--- config.mk ---
export PLATFORM = sky130hd
export DESIGN_NAME = hash_byte_feeder_flat
export DESIGN_NICKNAME = d
export VERILOG_FILES = /design/src/rtl/hash_byte_feeder_if.sv /design/src/rtl/hash_byte_feeder.sv /design/src/flat_wrapper.sv
export SDC_FILE = /design/constraint.sdc
export NUM_CORES = 1
export LEC_CHECK = 0
export CAP_MARGIN = 25
export CORE_ASPECT_RATIO = 1.2
export CORE_MARGIN = 2
export CORE_UTILIZATION = 40
export CTS_CLUSTER_DIAMETER = 40
export DETAILED_ROUTE_END_ITERATION = 16
export HOLD_SLACK_MARGIN = 0.06
export PLACE_DENSITY = 0.64
export SLEW_MARGIN = 20
export SYNTH_ARGS = -nofsm -noshare
export SYNTH_HDL_FRONTEND = slang
export SYNTH_SLANG_ARGS = --single-unit
--- constraint.sdc ---
create_clock -name clk -period 4.65 [get_ports clk]
set_input_delay 1.395 -clock clk [delete_from_list [all_inputs] [get_ports clk]]
set_output_delay 1.395 -clock clk [all_outputs]
set_load 0.01 [all_outputs]
--- src/rtl/hash_byte_feeder_if.sv ---
// Byte-streaming handshake between the feeder (master) and the hash core (slave).
// The feeder presents bytes with F_dr and the core accepts them with F_rtr; the digest returns on R_h with H_ready.
interface hash_byte_feeder_if;
  logic        start;
  logic [7:0]  Byte;
  logic        F_dr;
  logic        End_of_File;
  logic        F_rtr;
  logic [31:0] R_h;
  logic        H_ready;

  modport master (
    output start, Byte, F_dr, End_of_File,
    input  F_rtr, R_h, H_ready
  );

  modport slave (
    input  start, Byte, F_dr, End_of_File,
    output F_rtr, R_h, H_ready
  );
endinterface

--- src/rtl/hash_byte_feeder.sv ---
// Buffers a host message, streams it byte-by-byte into the hash core, then waits for
// the digest and reports done, or err on an empty go or a digest timeout.
module hash_byte_feeder #(
  parameter int DEPTH   = 16,
  parameter int TIMEOUT = 1024
) (
  input  logic                  clk,
  input  logic                  rst_n,
  input  logic                  wr_en,
  input  logic [7:0]            wr_data,
  input  logic                  go,
  output logic                  full,
  output logic                  busy,
  output logic                  done,
  output logic                  err,
  output logic [31:0]           digest,
  hash_byte_feeder_if.master    hb
);

  localparam int AW = $clog2(DEPTH);
  localparam int CW = AW + 1;
  localparam int TW = $clog2(TIMEOUT + 1);

  typedef enum logic [1:0] {IDLE, START, SEND, WAIT_H} state_t;

  state_t          state_reg;
  logic [CW-1:0]   count_reg;
  logic [AW-1:0]   rd_ptr_reg;
  logic [TW-1:0]   timer_reg;
  logic            start_reg;
  logic            f_dr_reg;
  logic            eof_reg;
  logic            done_reg;
  logic            err_reg;
  logic [7:0]      byte_reg;
  logic [31:0]     digest_reg;

  logic [7:0]      mem [DEPTH];

  logic            wr_accept;
  logic            xfer;
  logic [AW-1:0]   rd_ptr_next;

  // go wins over a write in the same cycle, so the message is frozen at go time.
  assign wr_accept   = (state_reg == IDLE) && wr_en && !go && (count_reg < CW'(DEPTH));
  assign xfer        = f_dr_reg && hb.F_rtr;
  assign rd_ptr_next = rd_ptr_reg + AW'(1);

  always_ff @(posedge clk) begin
    if (wr_accept) begin
      mem[count_reg[AW-1:0]] <= wr_data;
    end
  end

  always_ff @(posedge clk or negedge rst_n) begin
    if (!rst_n) begin
      state_reg  <= IDLE;
      count_reg  <= '0;
      rd_ptr_reg <= '0;
      timer_reg  <= '0;
      start_reg  <= 1'b0;
      f_dr_reg   <= 1'b0;
      eof_reg    <= 1'b0;
      done_reg   <= 1'b0;
      err_reg    <= 1'b0;
      byte_reg   <= '0;
      digest_reg <= '0;
    end else begin
      start_reg <= 1'b0;
      done_reg  <= 1'b0;
      err_reg   <= 1'b0;
      case (state_reg)
        IDLE: begin
          if (go) begin
            if (count_reg == '0) begin
              err_reg <= 1'b1;
            end else begin
              start_reg <= 1'b1;
              state_reg <= START;
            end
          end else if (wr_accept) begin
            count_reg <= count_reg + CW'(1);
          end
        end
        START: begin
          rd_ptr_reg <= '0;
          byte_reg   <= mem[0];
          f_dr_reg   <= 1'b1;
          eof_reg    <= (count_reg == CW'(1));
          state_reg  <= SEND;
        end
        SEND: begin
          // Byte/F_dr/End_of_File only move on an accepted transfer, never retracted.
          if (xfer) begin
            if (eof_reg) begin
              f_dr_reg  <= 1'b0;
              eof_reg   <= 1'b0;
              timer_reg <= '0;
              state_reg <= WAIT_H;
            end else begin
              rd_ptr_reg <= rd_ptr_next;
              byte_reg   <= mem[rd_ptr_next];
              eof_reg    <= (CW'(rd_ptr_next) == count_reg - CW'(1));
            end
          end
        end
        WAIT_H: begin
          if (hb.H_ready) begin
            digest_reg <= hb.R_h;
            done_reg   <= 1'b1;
            count_reg  <= '0;
            state_reg  <= IDLE;
          end else if (timer_reg == TW'(TIMEOUT - 1)) begin
            err_reg   <= 1'b1;
            count_reg <= '0;
            state_reg <= IDLE;
          end else begin
            timer_reg <= timer_reg + TW'(1);
          end
        end
        default: state_reg <= IDLE;
      endcase
    end
  end

  assign full           = (count_reg == CW'(DEPTH));
  assign busy           = (state_reg != IDLE);
  assign done           = done_reg;
  assign err            = err_reg;
  assign digest         = digest_reg;
  assign hb.start       = start_reg;
  assign hb.Byte        = byte_reg;
  assign hb.F_dr        = f_dr_reg;
  assign hb.End_of_File = eof_reg;

endmodule

--- src/flat_wrapper.sv ---
// flat-port wrapper written by rule: the top's interface ports become plain ports
module hash_byte_feeder_flat 
#(
  parameter int DEPTH   = 16,
  parameter int TIMEOUT = 1024
)
  (clk, rst_n, wr_en, wr_data, go, full, busy, done, err, digest, hb_start, hb_Byte, hb_F_dr, hb_End_of_File, hb_F_rtr, hb_R_h, hb_H_ready);
  hash_byte_feeder_if hb_i ();
  input  logic clk;
  input  logic rst_n;
  input  logic wr_en;
  input  logic [7:0] wr_data;
  input  logic go;
  output logic full;
  output logic busy;
  output logic done;
  output logic err;
  output logic [31:0] digest;
  output wire logic [$bits(hb_i.start)-1:0] hb_start;
  output wire logic [$bits(hb_i.Byte)-1:0] hb_Byte;
  output wire logic [$bits(hb_i.F_dr)-1:0] hb_F_dr;
  output wire logic [$bits(hb_i.End_of_File)-1:0] hb_End_of_File;
  input wire logic [$bits(hb_i.F_rtr)-1:0] hb_F_rtr;
  input wire logic [$bits(hb_i.R_h)-1:0] hb_R_h;
  input wire logic [$bits(hb_i.H_ready)-1:0] hb_H_ready;
  assign hb_start = hb_i.start;
  assign hb_Byte = hb_i.Byte;
  assign hb_F_dr = hb_i.F_dr;
  assign hb_End_of_File = hb_i.End_of_File;
  assign hb_i.F_rtr = hb_F_rtr;
  assign hb_i.R_h = hb_R_h;
  assign hb_i.H_ready = hb_H_ready;
  hash_byte_feeder #(.DEPTH(DEPTH), .TIMEOUT(TIMEOUT)) u_core (.clk(clk), .rst_n(rst_n), .wr_en(wr_en), .wr_data(wr_data), .go(go), .full(full), .busy(busy), .done(done), .err(err), .digest(digest), .hb(hb_i));
endmodule
---- Yosys cells after proc, flatten, opt, wreduce, memory -nomap -nowiden ----
Memories as Yosys holds them, arrays and structs flattened.
Cells that the tools add are included.
cells by class
  $add $sub $neg .......................... 4
  order comparisons ....................... 1
  equality and inequality tests ........... 17
  mux-type cells .......................... 41
  reductions and logical operators ........ 18
operator list
  kind                                                    number
  2-to-1 mux 11 bit                                       4
  one-hot mux 11 bit (2 select lines)                     1
  2-to-1 mux 5 bit                                        4
  2-to-1 mux 8 bit                                        2
  one-hot mux 8 bit (2 select lines)                      1
  2-to-1 mux 1 bit                                        15
  2-to-1 mux 2 bit                                        6
  inequality test 2 bit (second input constant)           6
  adder 11 x 1 -> 11 bit (second input constant)          1
  equality test 11 x 10 -> 1 bit (second input constant)  1
  one-hot mux 5 bit (2 select lines)                      1
  AND reduction 5 bit                                     2
  2-to-1 mux 4 bit                                        2
  one-hot mux 2 bit (4 select lines)                      1
  one-hot mux 4 bit (2 select lines)                      1
  nonzero test 2 bit                                      4
  inequality test 2 x 1 -> 1 bit (second input constant)  3
  one-hot mux 1 bit (2 select lines)                      3
  AND reduction 3 bit                                     2
  adder 5 x 1 -> 5 bit (second input constant)            1
  equality test 4 x 5 -> 1 bit                            1
  equality test 5 x 1 -> 1 bit (second input constant)    1
  equality test 5 bit (second input constant)             1
  logical NOT 5 bit                                       1
  other kinds (11)                                        16
storage, ports and cells
  register bits ........................... 67
  bits in writable memories ............... 128
  word-level logic and storage cells ...... 93
  memories ................................ 1
memory list
  name        words  bits a word  read ports  clocked after Yosys merged registers in  write ports  line                    source
  u_core.mem  16     8            2           0                                        1            hash_byte_feeder.sv:38  logic [7:0] mem [DEPTH];

---- Depth between registers and ports, before layout ----
Gate-level depths: netlist (run 1).
  word-level depth ........................ 7
  mapped depth ............................ 8

---- Worst setup path before layout (run 1) ----
No wires, ideal clock.
  path type ............................... input to register
  from .................................... input port go
  to ...................................... memory u_core.mem[15][0], enable pin
  setup time .............................. 0.336 ns
  data arrival time ....................... 2.365 ns
  required time ........................... 4.314 ns
  setup slack ............................. 1.949 ns
  stages .................................. 4
  path buffers ............................ 0
  cells stage by stage .................... nand3b_1 nor2_1 and3_1 and2_1
between the ends
  cells in the longest elaborated chain, start to end .. 5
RTL lines
  item                                    line                    source
  start: declaration                      flat_wrapper.sv:13      input logic go;
  logical NOT 1 bit                       hash_byte_feeder.sv:45  assign wr_accept = (state_reg == IDLE) && wr_en && !go && (count_reg < CW'(DEPTH));
  logical AND 1 bit (2 in a row)          hash_byte_feeder.sv:45
  2-to-1 mux 1 bit                        hash_byte_feeder.sv:50  if (wr_accept) begin
  2-to-1 mux 1 bit (not written as such)  hash_byte_feeder.sv:51  mem[count_reg[AW-1:0]] <= wr_data;
  end: declaration                        hash_byte_feeder.sv:38
No other way between the ends.

---- Final worst setup path (run 1) ----
  from .................................... register u_core.count_reg[0]
  to ...................................... output port full
between the ends
  cells in the longest elaborated chain, start to end .. 1
RTL lines
  item                      line                     source
  start: declaration        hash_byte_feeder.sv:27   logic [CW-1:0] count_reg;
  start signal: assignment  hash_byte_feeder.sv:82   count_reg <= count_reg + CW'(1);
  equality test 5 bit       hash_byte_feeder.sv:126  assign full = (count_reg == CW'(DEPTH));
  end: declaration          flat_wrapper.sv:14       output logic full;
No other way between the ends.

==> results of run 1 <==
-- worst min path at each step --
stage                                     startpoint                          endpoint  slack (ps)  cells past startpoint
CTS                 u_core.rd_ptr_reg[3]$_DFFE_PN0P_  u_core.rd_ptr_reg[3]$_DFFE_PN0P_         500                      1
floorplan           u_core.rd_ptr_reg[3]$_DFFE_PN0P_  u_core.rd_ptr_reg[3]$_DFFE_PN0P_         470                      1
finish              u_core.rd_ptr_reg[3]$_DFFE_PN0P_  u_core.rd_ptr_reg[3]$_DFFE_PN0P_         500                      1
global route           u_core.digest[19]$_DFFE_PN0P_     u_core.digest[19]$_DFFE_PN0P_         520                      1
global placement    u_core.rd_ptr_reg[3]$_DFFE_PN0P_  u_core.rd_ptr_reg[3]$_DFFE_PN0P_         480                      1
detailed placement  u_core.rd_ptr_reg[3]$_DFFE_PN0P_  u_core.rd_ptr_reg[3]$_DFFE_PN0P_         490                      1
-- cell type report --
type | instances | area share [%]
Tap cell | 261 | 3.318
Clock buffer | 17 | 4.322
Sequential cell | 195 | 56.10
Inverter | 8 | 0.3051
Timing Repair Buffer | 99 | 9.915
Multi-Input combinational cell | 269 | 24.62
Clock inverter | 15 | 1.424
-- critical path, delay by kind of cell (launching register included) --
family,cells,cell delay (ps)
adder cells (fa/ha/maj),1,330
buffers and inverters,2,700
flip-flops,1,490
AND/OR/NAND/NOR,1,240
-- through the flow --
step | instance area [um^2] | setup slack [ps] | hold WS (ps) | power (mW) | util (%)
floorplan | 8077 | 1949 | 469.8 | 3.392 | -
global placement | 9263 | 1152 | 483.2 | 4.125 | 47.04
detailed placement | 9278 | 1138 | 486.9 | 4.167 | 47.12
CTS | 9843 | 1068 | 502.9 | 5.555 | 49.99
global route | 9843 | 936.3 | 517.0 | 5.785 | 49.99
finish | 9843 | 1058 | 503.7 | 5.497 | 49.99
-- power by group --
group	switching, mW	leakage [nW]	internal, mW
logic	0.882	1.30	0.954
clock network	0.686	0.274	0.709
registers	0.164	1.99	2.10
total	1.73	3.56	3.76
-- synthesized netlist by cell type, drive strengths merged, types with 5 or more instances --
cell,count
a21oi,13
nand2,14
nand3,9
buf,10
and2,9
dfrtp,67
xor2,8
nand4,6
ha,11
o21ai,22
nor2b,11
edfxtp,128
mux2,33
mux4,32
a211oi,8
xnor2,8
nor3,5
a221oi,7
nor2,23
inv,8
clkbuf,12
and3,18
-- metal layers --
metal,GRT usage (%),vias to the layer above,wire (um)
met5,0,-,0
met4,6.383,0,405
met3,3.079,23,979
met2,28.44,164,8706
met1,22.18,2341,7428
li1,-,2102,-
-- cells in the final DEF (no fill, tap or decap), types with 4 or more instances in the layout --
master,count
mux4_2,32
a21oi_1,13
nand3_1,9
o21ai_0,22
clkbuf_16,17
clkdlybuf4s50_1,91
nor4_1,4
and2_1,9
mux2_2,33
xor2_1,7
nand2_1,14
xnor2_1,8
nor2_1,23
inv_1,8
a221oi_1,7
nor2b_1,11
dfrtp_1,66
inv_6,5
buf_4,6
edfxtp_1,128
nand4_1,6
nor3_1,5
and3_1,18
a211oi_1,8
ha_1,11
-- logic make-up after synthesis --
| logic type | share of synthesized area [%] |
|---|---|
| flip-flops | 68.35 |
| XOR/XNOR | 1.735 |
| buffers and inverters | 1.735 |
| multiplexers | 13.90 |
| AND/OR/NAND/NOR | 7.389 |
| AO/OA/AOI/OAI | 5.190 |
| adder cells (fa/ha/maj) | 1.704 |
==> results.cfg, run 1 <==
[outcome]
status = finished, final reports clean

[worst_setup_path]
start_kind = flop
cp.required_ps = 3250
worstPathCellList = inv_1, ha_1, and3_1, clkdlybuf4s50_1
crit_start = u_core.count_reg[0]$_DFFE_PN0P_
slowest_delay_ps = 550
ff2ff_path_depth = 6
r2r_setup_slack_ps = 1850
rr_startpoint = u_core.rd_ptr_reg[0]$_DFFE_PN0P_
crit_end = full
crit_slowest_cell = clkdlybuf4s50_1
critPathKind = reg2out
cp.arrival_ps = 2200
r2r_end = u_core.hb.Byte[4]$_DFFE_PN0P_
worst-path-max-fanout = 8
end_kind = output port

[logic_synthesis]
ys_seq_area_share_pct = 68.35
synthTopCellsByArea = edfxtp_1 (48%), dfrtp_1 (21%), mux4_2 (8.9%)
synthCells = 494
ys.flop_type = edfxtp_1
synth_top_area_share_pct = 47.59
synth_cell_types = 44
syn_area_um2 = 8076
yosys_warnings = 0
async_reset_ff_share_pct = 34.36
synth-edff-count = 128
syn_avg_cell_area_um2 = 16.35
yosys_register_bits = 195
yosysTopAreaCell = edfxtp_1
syn-num-nets = 551

[floorplan]
num_rows = 56
chipHeight_um = 159.7
die_area_um2 = 21350
core_um2 = 19690
dieWidth_um = 133.7
pin_count = 93
initial_core_util_pct = 41.02

[cts]
clk_pin_slew_ps = 70
cts-resized-gates = 0
post_cts_buffers = 0
worstSkewPairLatency_ps = 430
cts_buffers = 17
cts_tree = done
hold_buffers = 0
cts.sinks = 195
htreeDepth = 4
max-clock-path-buffers = 2
clockRootBuffer = clkbuf_16

[global_route]
antenna_found_initial = 0
grt_first_pass_wirelength_mm = 27.59
grt-ovfl-total = 0
grt_max_degree = 37
grtUsageTotal_pct = 17.01
grt_pass1_vias = 4749

[place]
dp_hpwl_mm = 12.23
place_inst = 832
gp_routability_congestion = 0.8036
io_buffers = 92

[detailed_routing]
routed_wl_mm = 17.52
post-route-drc-count = 0
num_vias = 4630
drt_iter0_drc = 308
route.detailed.wl_per_inst_um = 20.28
ant_nets = 0
viasPerCell = 5.359
drtPass1Iterations = 4

[timing]
maxSlewHeadroom_pct = 33.26
finalHoldViolCount = 0
setup_viol = 0
period_share_pct = 77.24
tightest_slew_ps = 997.7
finClkSkew_ps = 9.007
rsz0062_at_grt = false
setup_tns_ps = 0
timing.final.max_slew_violations = 0
fmax_ghz = 0.2784
finalCriticalPeriod_ps = 3592

[layout]
final_cells = 864
nets = 647
fill_cells = 1636
regArea_um2 = 5522
layout-area-overhead-vs-synth_pct = 21.87
drive_gt1_share_pct = 18.41
largest_reg_flops = 128
diodes = 0
multi_input_area_um2 = 2424

[pwr]
ir_worst_vdd_uv = 311.0
power.leakage_nw = 3.564
power-per-cell-area_nw_per_um2 = 558.4

[hold_path]
hp-class = reg2reg

[flow_run]
cap_viol_max_count = 0
Power figures use the tool's default switching activity.
==> inputs of run 2 (changes only) <==
==> constraint.sdc (replaced) <==
create_clock -name clk -period 3.65 [get_ports clk]
set_input_delay 1.095 -clock clk [delete_from_list [all_inputs] [get_ports clk]]
set_output_delay 1.095 -clock clk [all_outputs]
set_load 0.01 [all_outputs]
==> run 2 against run 1 <==
Design area up 0.56%. First-iteration DRC count up 71%. Utilization up 0.28 points. Flip-flop and latch count unchanged. Highest routed layer unchanged. Combinational power up 31%. Worst hold slack worse by 4.7 ps. Total power up 30%. Sequential power up 27%.
==> results.cfg, run 2 (synthesis results as in run 1) <==
[floorplan]
die_area_um2 = 21350
dieWidth_um = 133.7
core_um2 = 19690
chipHeight_um = 159.7
initial_core_util_pct = 41.02
pin_count = 93
num_rows = 56

[global_route]
grt_max_degree = 38
grtUsageTotal_pct = 18.09
grt_first_pass_wirelength_mm = 29.28
grt-ovfl-total = 0
grt_pass1_vias = 4938
antenna_found_initial = 0

[layout]
diodes = 0
fill_cells = 1623
final_cell_mix = edfxtp_1 (128), clkdlybuf4s50_1 (91), dfrtp_1 (66)
layout_commonest_cell = edfxtp_1
final_core_util_pct = 50.27
largest_reg_flops = 128
drive_gt1_share_pct = 18.88
nets = 653
layout-area-overhead-vs-synth_pct = 22.56
final_cell_area_um2 = 9898

[cts]
htreeDepth = 4
max-clock-path-buffers = 2
post_cts_buffers = 0
worstSkewPairLatency_ps = 430
clockRootBuffer = clkbuf_16
clk_pin_slew_ps = 70
hold_buffers = 0
cts_tree = done
cts.sinks = 195
cts_buffers = 17
cts-resized-gates = 0

[place]
place_worst_setup_slack_ps = 430.4
gp_routability_congestion = 0.8317
place_area_um2 = 9315
io_buffers = 92
dp_hpwl_mm = 12.70

[worst_setup_path]
critPathKind = reg2out
start_kind = flop
r2r_setup_slack_ps = 970
cp.required_ps = 2550
r2r_end = u_core.hb.Byte[0]$_DFFE_PN0P_
ff2ff_path_depth = 7
rr_startpoint = u_core.state_reg[0]$_DFFE_PN0P_
worst-path-max-fanout = 8
cp.arrival_ps = 2260
end_kind = output port

[hold_path]
min_from = u_core.hb.Byte[3]$_DFFE_PN0P_
hp-class = reg2reg
holdPathStages = 2
whs_endpoint = u_core.hb.Byte[3]$_DFFE_PN0P_

[timing]
rsz0062_at_grt = false
maxSlewHeadroom_pct = 43.32
finClkSkew_ps = 7.302
timing.final.max_slew_violations = 0
fmax_ghz = 0.2977
period_share_pct = 92.03
finalCriticalPeriod_ps = 3359
finalHoldViolCount = 0
setup_viol = 0
hold_ws_ps = 499.1
tightest_slew_ps = 850.2
setup_tns_ps = 0
setup_ws_ps = 291.0

[detailed_routing]
num_vias = 4764
route.detailed.wl_per_inst_um = 21.32
drtPass1Iterations = 5
post-route-drc-count = 0
routed_wl_mm = 18.55
ant_nets = 0
viasPerCell = 5.476
drt_iter0_drc = 527

[pwr]
power-per-cell-area_nw_per_um2 = 722.1
power.leakage_nw = 3.592
ir_worst_vdd_uv = 408.0

[outcome]
status = finished, final reports clean

[flow_run]
cap_viol_max_count = 0
## run 2: cell types whose count changed in the layout (fill, tap and decap cells not counted), moves of 2 or more
cell	change
bufinv_16	+2
clkinvlp_4	+2
clkbuf_1	+2
clkinv_8	-2
inv_8	-2
buf_4	+7
## run 2: worst max-delay path, cell delays in order, from the launching register on
cell,delay (ps)
dfrtp_1,480
inv_1,160
ha_1,370
and3_1,270
clkdlybuf4s50_1,560
## run 2: worst max path at each step
stage	startpoint	slack, ps	end
after floorplan	go	1250	u_core.mem[15][0]$_DFFE_PP_
after global placement	go	440	u_core.mem[8][7]$_DFFE_PP_
after detailed placement	go	430	u_core.mem[9][5]$_DFFE_PP_
after CTS	u_core.count_reg[0]$_DFFE_PN0P_	260	full
after global routing	u_core.count_reg[0]$_DFFE_PN0P_	250	full
final	u_core.count_reg[0]$_DFFE_PN0P_	290	full
## run 2: layer usage
metal / share of wire [%] / global-route usage (%) / up-vias
li1: - / - / 2114
met1: 44 / 24.55 / 2432
met2: 48 / 28.86 / 186
met3: 5.6 / 3.746 / 32
met4: 2.5 / 6.770 / 0
met5: 0 / 0 / -
## run 2: where the power goes
part	total (mW)	internal [mW]	leakage, nW	switching, mW
combinational	2.41	1.24	1.33	1.17
sequential	2.88	2.68	1.99	0.203
clock	1.86	1.02	0.275	0.837
total	7.15	4.94	3.59	2.21
## run 2: layout make-up
class                      instances  area [um^2]  area share, %
sequential                       195         5522          55.78
tap                              261        326.6          3.299
inverter                           8        30.03         0.3034
timing repair buffer             105         1013          10.24
clock buffer                      19        432.9          4.374
multi-input combinational        269         2424          24.48
clock inverter                    13        150.1          1.517
## run 2: stage by stage
step,power (mW),instances
3_5_place_dp,5.351,838
4_1_cts,7.203,870
3_3_place_gp,5.297,838
5_1_grt,7.512,870
2_1_floorplan,4.321,494
6_report,7.147,870
==> inputs of run 3 (changes only) <==
--- a/config.mk
+++ b/config.mk
@@ -11,9 +11,11 @@
 export CORE_UTILIZATION = 40
 export CTS_CLUSTER_DIAMETER = 40
 export DETAILED_ROUTE_END_ITERATION = 16
+export GPL_ROUTABILITY_DRIVEN = 0
 export HOLD_SLACK_MARGIN = 0.06
 export PLACE_DENSITY = 0.64
 export SLEW_MARGIN = 20
 export SYNTH_ARGS = -nofsm -noshare
 export SYNTH_HDL_FRONTEND = slang
 export SYNTH_SLANG_ARGS = --single-unit
+export TNS_END_PERCENT = 50
==> results of run 3 <==
The final DEF is identical to that of run 2; final timing and power are the same.
